## config.mk

```make
export PLATFORM = sky130hd
export DESIGN_NAME = e203_ifu_flush_redirect
export DESIGN_NICKNAME = d
export VERILOG_FILES = /design/src/rtl/e203_ifu_flush_redirect.sv
export SDC_FILE = /design/constraint.sdc
export NUM_CORES = 1
export LEC_CHECK = 0
export ABC_AREA = 1
export CAP_MARGIN = 40
export CORE_ASPECT_RATIO = 1.1
export CORE_MARGIN = 4
export CORE_UTILIZATION = 25
export DETAILED_ROUTE_END_ITERATION = 7
export PLACE_DENSITY_LB_ADDON = 0.12
export SYNTH_ARGS = -nofsm -noshare
export SYNTH_HDL_FRONTEND = slang
export SYNTH_SLANG_ARGS = --single-unit
```

## constraint.sdc

```tcl
create_clock -name clk -period 1.62 [get_ports clk]
set_clock_uncertainty 0.15 [all_clocks]
set_input_delay 0.324 -clock clk [delete_from_list [all_inputs] [get_ports clk]]
set_output_delay 0.324 -clock clk [all_outputs]
set_load 0.005 [all_outputs]
```

## src/rtl/e203_ifu_flush_redirect.sv

```systemverilog
// e203_ifu_flush_redirect: IFU flush acceptance, stale-response drop and fetch-PC redirect.
// Optional zero-cycle redirect when E203_FLUSH_FAST_REDIR_EN is defined.
module e203_ifu_flush_redirect #(
    parameter int PC_W     = 32,
    parameter int MAX_OUTS = 2
) (
    input  logic            clk,
    input  logic            rst_n,
    input  logic            pipe_flush_req,
    input  logic [PC_W-1:0] pipe_flush_add_op1,
    input  logic [PC_W-1:0] pipe_flush_add_op2,
    output logic            pipe_flush_ack,
    input  logic            ifu_req_hsked,
    input  logic            ifu_rsp_hsked,
    output logic            ifu_req_allow,
    output logic            ifu_rsp_drop,
    output logic            redirect_valid,
    output logic [PC_W-1:0] redirect_pc,
    input  logic            redirect_ready,
    output logic            flush_busy
);
    localparam int CW = $clog2(MAX_OUTS + 1);

    typedef enum logic [1:0] {IDLE, DRAIN, REDIR} state_t;

    state_t          state;
    logic [CW-1:0]   outs_cnt, drop_cnt, eff_cnt;
    logic [PC_W-1:0] pc_r, flush_pc;
    logic            idle, fast;

    assign idle     = (state == IDLE);
    assign flush_pc = pipe_flush_add_op1 + pipe_flush_add_op2;
    // A response landing in the ack cycle is already consumed, so it needs no drop.
    assign eff_cnt  = outs_cnt - CW'(ifu_rsp_hsked);

`ifdef E203_FLUSH_FAST_REDIR_EN
    assign fast = idle & pipe_flush_req & (eff_cnt == '0);
`else
    assign fast = 1'b0;
`endif

    assign pipe_flush_ack = pipe_flush_req & idle & (~fast | redirect_ready);
    assign ifu_req_allow  = idle & ~pipe_flush_req & (outs_cnt < CW'(MAX_OUTS));
    assign ifu_rsp_drop   = ifu_rsp_hsked & (state == DRAIN);
    assign redirect_valid = (state == REDIR) | fast;
    assign redirect_pc    = fast ? flush_pc : pc_r;
    assign flush_busy     = ~idle;

    always_ff @(posedge clk or negedge rst_n) begin
        if (!rst_n) begin
            state    <= IDLE;
            outs_cnt <= '0;
            drop_cnt <= '0;
            pc_r     <= '0;
        end else begin
            outs_cnt <= outs_cnt + CW'(ifu_req_hsked) - CW'(ifu_rsp_hsked);
            case (state)
                IDLE: if (pipe_flush_ack && !fast) begin
                    pc_r     <= flush_pc;
                    drop_cnt <= eff_cnt;
                    state    <= (eff_cnt != '0) ? DRAIN : REDIR;
                end
                DRAIN: if (ifu_rsp_hsked) begin
                    drop_cnt <= drop_cnt - CW'(1);
                    state    <= (drop_cnt == CW'(1)) ? REDIR : DRAIN;
                end
                REDIR: state <= redirect_ready ? IDLE : REDIR;
                default: state <= IDLE;
            endcase
        end
    end

    a_no_underflow: assert property (@(posedge clk) disable iff (!rst_n)
        !(ifu_rsp_hsked && outs_cnt == '0));
    a_no_overflow: assert property (@(posedge clk) disable iff (!rst_n)
        !(ifu_req_hsked && !ifu_rsp_hsked && outs_cnt == CW'(MAX_OUTS)));
endmodule

```

==> results of run 1 <==
## stage by stage
step	setup TNS (ns)	hold slack, ns	instances	area [sq um]	total power (uW)
CTS	-1.373	0.2160	1062	7148	6879
global route	-5.535	0.2195	1067	7338	7642
floorplan	-0.7848	-0.1216	656	4254	3294
global placement	-22.27	0.1278	1023	6050	5261
finish	-1.727	0.2125	1067	7338	7103
detailed placement	-22.74	0.1272	1023	6050	5304
## metal layers
| layer | vias to the layer above | track usage | part of all wire |
|---|---|---|---|
| li1 | 2431 | - | - |
| met1 | 2113 | 0.2149 | 0.46 |
| met2 | 104 | 0.2683 | 0.47 |
| met3 | 21 | 0.02046 | 0.050 |
| met4 | 0 | 0.04809 | 0.022 |
| met5 | - | 0 | 0 |
## path summary, 6_finish.rpt
path	cells after the start	endpoint	slack [ns]	start
max	5	ifu_req_allow	-0.09	state[1]
min in group asynchronous	2	redirect_pc[10]	0.36	rst_n
min	4	redirect_pc[0]	0.21	pipe_flush_add_op1[0]
max reg2reg	10	redirect_pc[3]	-0.08	state[1]
max in group asynchronous	3	outs_cnt[1]	0.49	rst_n
min reg2reg	2	redirect_pc[18]	0.32	redirect_pc[18]
## Yosys cell counts
library cell  count
a21o_1            1
a21oi_1          21
a21oi_2           1
a311oi_1          1
and2_1            1
buf_2             2
buf_4             3
buf_6             3
dfrtp_1          38
fa_1              1
ha_1             34
inv_1           119
inv_2             3
nand2_1         259
nand2_2          17
nand3_1          41
nand3_2           6
nand3b_1          3
nand4_1           3
nor2_1           44
nor2_2            6
nor2_4            1
nor3_1            2
nor3_2            2
o211ai_1          1
o21ai_0          11
o21ai_1           8
o21ai_2           2
o21bai_1          2
o21bai_2          1
o22ai_1           1
or2_4             1
xnor2_1          14
xor2_1            3
## what timing repair did
item                                   CTS  global route
buffers inserted                        34             2
cloned                                   1             4
hold buffers                             1             0
endpoints found under the hold margin   15             0
pin swaps                              123            16
setup endpoints to repair               68            45
gates resized for setup                422            35
## cell type report
cell class	instances	share of cell area
repair buffers	211	0.2523
well taps	200	0.03410
multi-input cells	488	0.5004
clock buffers	6	0.01893
clock inverters	2	0.001705
inverters	122	0.06292
flip-flops and latches	38	0.1296
## tightest hold or removal path, delay by kind of cell
kind,cells,cell delay (ns)
buf+inv,1,0.07
fa+ha+maj,1,0.11
simple gates,2,0.10
## sequential cells by signal, indices dropped and copies added, names as in the netlist
| register | flops |
|---|---|
| outs_cnt | 2 |
| redirect_pc | 32 |
| drop_cnt | 2 |
| state | 2 |
## cells by family (layout without fill, tap and decap cells)
kind of cell | after synthesis | after routing | share of synthesized area
buf+inv | 130 | 341 | 0.1312
fa+ha+maj | 35 | 35 | 0.1115
flops | 38 | 38 | 0.2379
compound gates | 50 | 50 | 0.07076
xor+xnor | 17 | 17 | 0.03726
simple gates | 386 | 386 | 0.4114
## report_power, final
part	internal, uW	switching [uW]
clock network	610	404
logic	2270	2100
registers	1410	309
total	4290	2810
==> results.json, run 1 <==
{
  "status": "finished, violations left",
  "violations": "negative setup slack",
  "min_period_ns": 1.710,
  "dpl.hpwl_mm": 11.58,
  "clockRootBuffer": "clkbuf_16",
  "cp-end-kind": "primary output",
  "finalCritPeriodShare": 1.056,
  "worstMarginPinSlew_ns": 0.3980,
  "start_util": 0.2549,
  "fmax_ghz": 0.5848,
  "core_area_sq_mm": 0.01568,
  "synth_top_area_share": 0.2433,
  "die_area_sq_mm": 0.01807,
  "mostFrequentLayoutCells": "nand2_1 (188), inv_1 (105), buf_4 (83)",
  "cpPeakStageDelay_ns": 0.39,
  "syn_nets": 761,
  "yosysWarnings": 0,
  "dpl_worst_slack_ns": -0.8347,
  "avgViaCountPerCell": 4.376,
  "synthDistinctLibCells": 34,
  "rsz0062_at_grt": "true",
  "crit_buf_inv": 3,
  "grt_pass1_wl_mm": 23.21,
  "die_w_um": 128.6,
  "cts_tree": "done",
  "dr.pass1.iters": 4,
  "yosys_register_bits": 38,
  "numCtsBuffers": 5,
  "antennaDiodeCount": 0,
  "netlist_instances": 656,
  "grt_use_total": 0.1601,
  "die_h_um": 140.6,
  "grt_max_degree": 36,
  "layout_commonest_cell": "nand2_1",
  "final_nets": 971,
  "critPathTopFamily": "flip-flops",
  "synth_top_cells_by_area": "nand2_1 (24%), dfrtp_1 (24%), inv_1 (11%), ha_1 (11%), nand3_1 (5.1%)",
  "p_leak_uw": 0.003834,
  "final_max_slew_viol_count": 0,
  "rows": 48,
  "fillers": 1607,
  "worstSetupPathType": "reg2out",
  "routabilityCongestion": 0.8730,
  "drt_iter0_drc": 215,
  "ys_seq_area_frac": 0.2379,
  "insertion_delay_ns": 0.28,
  "netlist_area_sq_mm": 0.003996,
  "crit_arrival_ns": 1.24,
  "cellPowerDensity_mw_per_mm2": 968.0,
  "cts_num_sinks": 38,
  "multiInputGateArea_sq_mm": 0.003672,
  "crit_fanout": 3,
  "drive_above_1_share": 0.4394,
  "cts-htree-levels": 2,
  "maxCapViolCount": 0,
  "cts.path.max_buffers": 2,
  "synth_area_leader_cell": "nand2_1",
  "slowest_stage": "dfrtp_1",
  "syn_area_per_cell_sq_um": 6.092,
  "wl_mm": 14.79,
  "regArea_sq_um": 950.9,
  "ir_drop_mv": 0.4359,
  "finalHoldViolCount": 0,
  "critPathLaunchType": "flip-flop",
  "crit_chain": "nor2_2 > inv_2 > buf_4 > nor3_2 > buf_2",
  "ant_nets": 0,
  "final_core_utilization": 0.4682,
  "syn2layout_area_growth_pct": 83.63,
  "gr-total-overflow": 0,
  "io_buffer_count": 106,
  "vias": 4669,
  "drc": 0,
  "required_ns": 1.15,
  "io_pins": 107,
  "grt_pass1_vias": 4768,
  "path_clk_slew_ns": 0.06,
  "hp-class": "in2reg",
  "slew_headroom": 0.7347,
  "wire_per_inst_um": 13.87,
  "fin_ws_ns": -0.09001,
  "setup_violations": 38,
  "antenna_found_initial": 0
}
Note: power is estimated with default switching activity, not from simulation.
==> inputs of run 2 (changes only) <==
--- a/config.mk
+++ b/config.mk
@@ -11,6 +11,7 @@
 export CORE_MARGIN = 4
 export CORE_UTILIZATION = 25
 export DETAILED_ROUTE_END_ITERATION = 7
+export MAX_ROUTING_LAYER = met4
 export PLACE_DENSITY_LB_ADDON = 0.12
 export SYNTH_ARGS = -nofsm -noshare
 export SYNTH_HDL_FRONTEND = slang
==> run 2 against run 1 <==
- the flow still finishes with violations (negative setup slack)
- non-clock buffer count rose by 1
- die area did not move
- worst setup slack improved by 0.017 ns
- core utilization rose by 1.1 points
- critical endpoint is now redirect_pc[28]
- via count fell by 0.30%
- cell count barely moved
- design area rose by 2.3%
- maximum frequency rose by 1.0%
==> results.json, run 2 (synthesis results as in run 1) <==
{
  "status": "finished, violations left",
  "violations": "negative setup slack",
  "die_w_um": 128.6,
  "io_buffer_count": 106,
  "rows": 48,
  "die_area_sq_mm": 0.01807,
  "wl_mm": 14.69,
  "wire_per_inst_um": 13.75,
  "hp-class": "in2reg",
  "grt_pass1_wl_mm": 23.45,
  "r2r.worst_path.cells": 8,
  "fin_ws_ns": -0.07259,
  "io_pins": 107,
  "dpl_worst_slack_ns": -0.7965,
  "setup_violations": 19,
  "min_period_ns": 1.693,
  "maxCapViolCount": 0,
  "worstSetupPathType": "in2reg",
  "cts-htree-levels": 2,
  "drive_above_1_share": 0.5115,
  "syn2layout_area_growth_pct": 87.79,
  "worstMarginPinSlew_ns": 0.3962,
  "gr-total-overflow": 0,
  "grt_use_total": 0.1652,
  "cts_tree": "done",
  "whs_path_depth": 4,
  "start_util": 0.2549,
  "critPathLaunchType": "input port",
  "layout_commonest_cell": "nand2_1",
  "rsz0062_at_grt": "true",
  "sequentialPowerShare": 0.239,
  "slew_headroom": 0.7359,
  "fmax_ghz": 0.5908,
  "path_clk_slew_ns": 0.06,
  "largest_reg_flops": 32,
  "finalCritPeriodShare": 1.045,
  "finalHoldViolCount": 0,
  "vias": 4655,
  "numCtsBuffers": 5,
  "die_h_um": 140.6,
  "dr.pass1.iters": 6,
  "avgViaCountPerCell": 4.359,
  "antenna_found_initial": 0,
  "required_ns": 1.65,
  "p_int_uw": 4327,
  "grt_max_degree": 36,
  "switchingPower_uw": 2811,
  "swShare": 0.3938,
  "cts_num_sinks": 38,
  "cts.path.max_buffers": 2,
  "insertion_delay_ns": 0.28,
  "ant_nets": 0,
  "drt_iter0_drc": 141,
  "mostFrequentLayoutCells": "nand2_1 (154), inv_1 (99), buf_4 (91)",
  "cellPowerDensity_mw_per_mm2": 951.2,
  "ir_drop_mv": 0.4310,
  "grt_pass1_vias": 4805,
  "clockPowerShare": 0.158,
  "drc": 0,
  "fin_total_pwr_uw": 7138,
  "crit_fanout": 4,
  "routabilityCongestion": 0.8490,
  "fillers": 1612,
  "crit_arrival_ns": 1.72,
  "final_max_slew_viol_count": 0,
  "final_nets": 972,
  "antennaDiodeCount": 0,
  "p_leak_uw": 0.003949,
  "final_core_utilization": 0.4788,
  "dpl.hpwl_mm": 11.67,
  "combPwrFrac": 0.603,
  "clockRootBuffer": "clkbuf_16",
  "cp-end-kind": "flip-flop",
  "core_area_sq_mm": 0.01568
}
[run 2: cell types whose count changed in the layout (fill, tap and decap cells not counted), moves of 8 or more]
cell / before / now
clkbuf_2: 2 / 19
nor2_4: 22 / 30
buf_4: 83 / 91
nand2_2: 63 / 78
clkdlybuf4s15_2: 11 / 0
dlygate4sd2_1: 51 / 35
nand2_4: 25 / 42
nand2_1: 188 / 154
[run 2: area by class of cell]
class / count / area (sq um) / area share
timing repair buffer: 212 / 1709 / 0.2277
sequential: 38 / 950.9 / 0.1267
clock buffer: 5 / 125.1 / 0.01667
multi-input combinational: 488 / 3964 / 0.5282
inverter: 122 / 460.4 / 0.06135
tap: 200 / 250.2 / 0.03334
clock inverter: 3 / 45.04 / 0.006002
[run 2: per-stage QoR]
stage / cell area [sq um] / cells / hold WS [ns] / TNS [ns]
2_1_floorplan: 4254 / 656 / -0.1216 / -0.7848
3_3_place_gp: 6052 / 1025 / 0.1232 / -23.57
3_5_place_dp: 6052 / 1025 / 0.1205 / -23.74
4_1_cts: 7143 / 1060 / 0.2141 / -0.1996
5_1_grt: 7505 / 1068 / 0.2284 / -4.046
6_report: 7505 / 1068 / 0.2194 / -0.5519
[run 2: what timing repair did]
item	in CTS	in global routing
hold endpoints to repair	15	0
buffers inserted	32	8
endpoints found under the setup margin	72	42
pin swaps	140	119
cloned	0	1
hold buffers	1	0
resized for setup	433	148
[run 2: final timing paths]
path	start	end	slack, ns
hold reg to reg	redirect_pc[30]	redirect_pc[30]	0.32
max in group asynchronous	rst_n	redirect_pc[31]	0.50
hold / removal	pipe_flush_add_op1[0]	redirect_pc[0]	0.22
setup reg to reg	state[1]	redirect_pc[11]	-0.02
min in group asynchronous	rst_n	redirect_pc[5]	0.35
setup / recovery	pipe_flush_add_op2[0]	redirect_pc[28]	-0.07
[run 2: critical path: stages]
cell     delay [ns]
buf_6          0.10
ha_4           0.15
fa_2           0.41
nand3_4        0.10
nand3_4        0.12
nand3_4        0.09
nand3_4        0.10
nand2_4        0.10
nand3_2        0.08
nand3_2        0.08
nand2_1        0.05
[run 2: metal layers]
layer | vias up | GRT usage | part of all wire
met2 | 86 | 0.2642 | 0.48
met1 | 2127 | 0.2268 | 0.48
li1 | 2429 | - | -
met4 | 0 | 0.03870 | 0.014
met5 | - | - | 0
met3 | 13 | 0.01554 | 0.032
[run 2: power groups by stage]
stage,registers (uW),clock network [uW],logic (uW)
after floorplan,1680,0,1610
after global placement,1730,0,3520
after detailed placement,1750,0,3560
after CTS,1720,1160,4070
after global routing,1760,1190,4740
final,1710,1120,4310
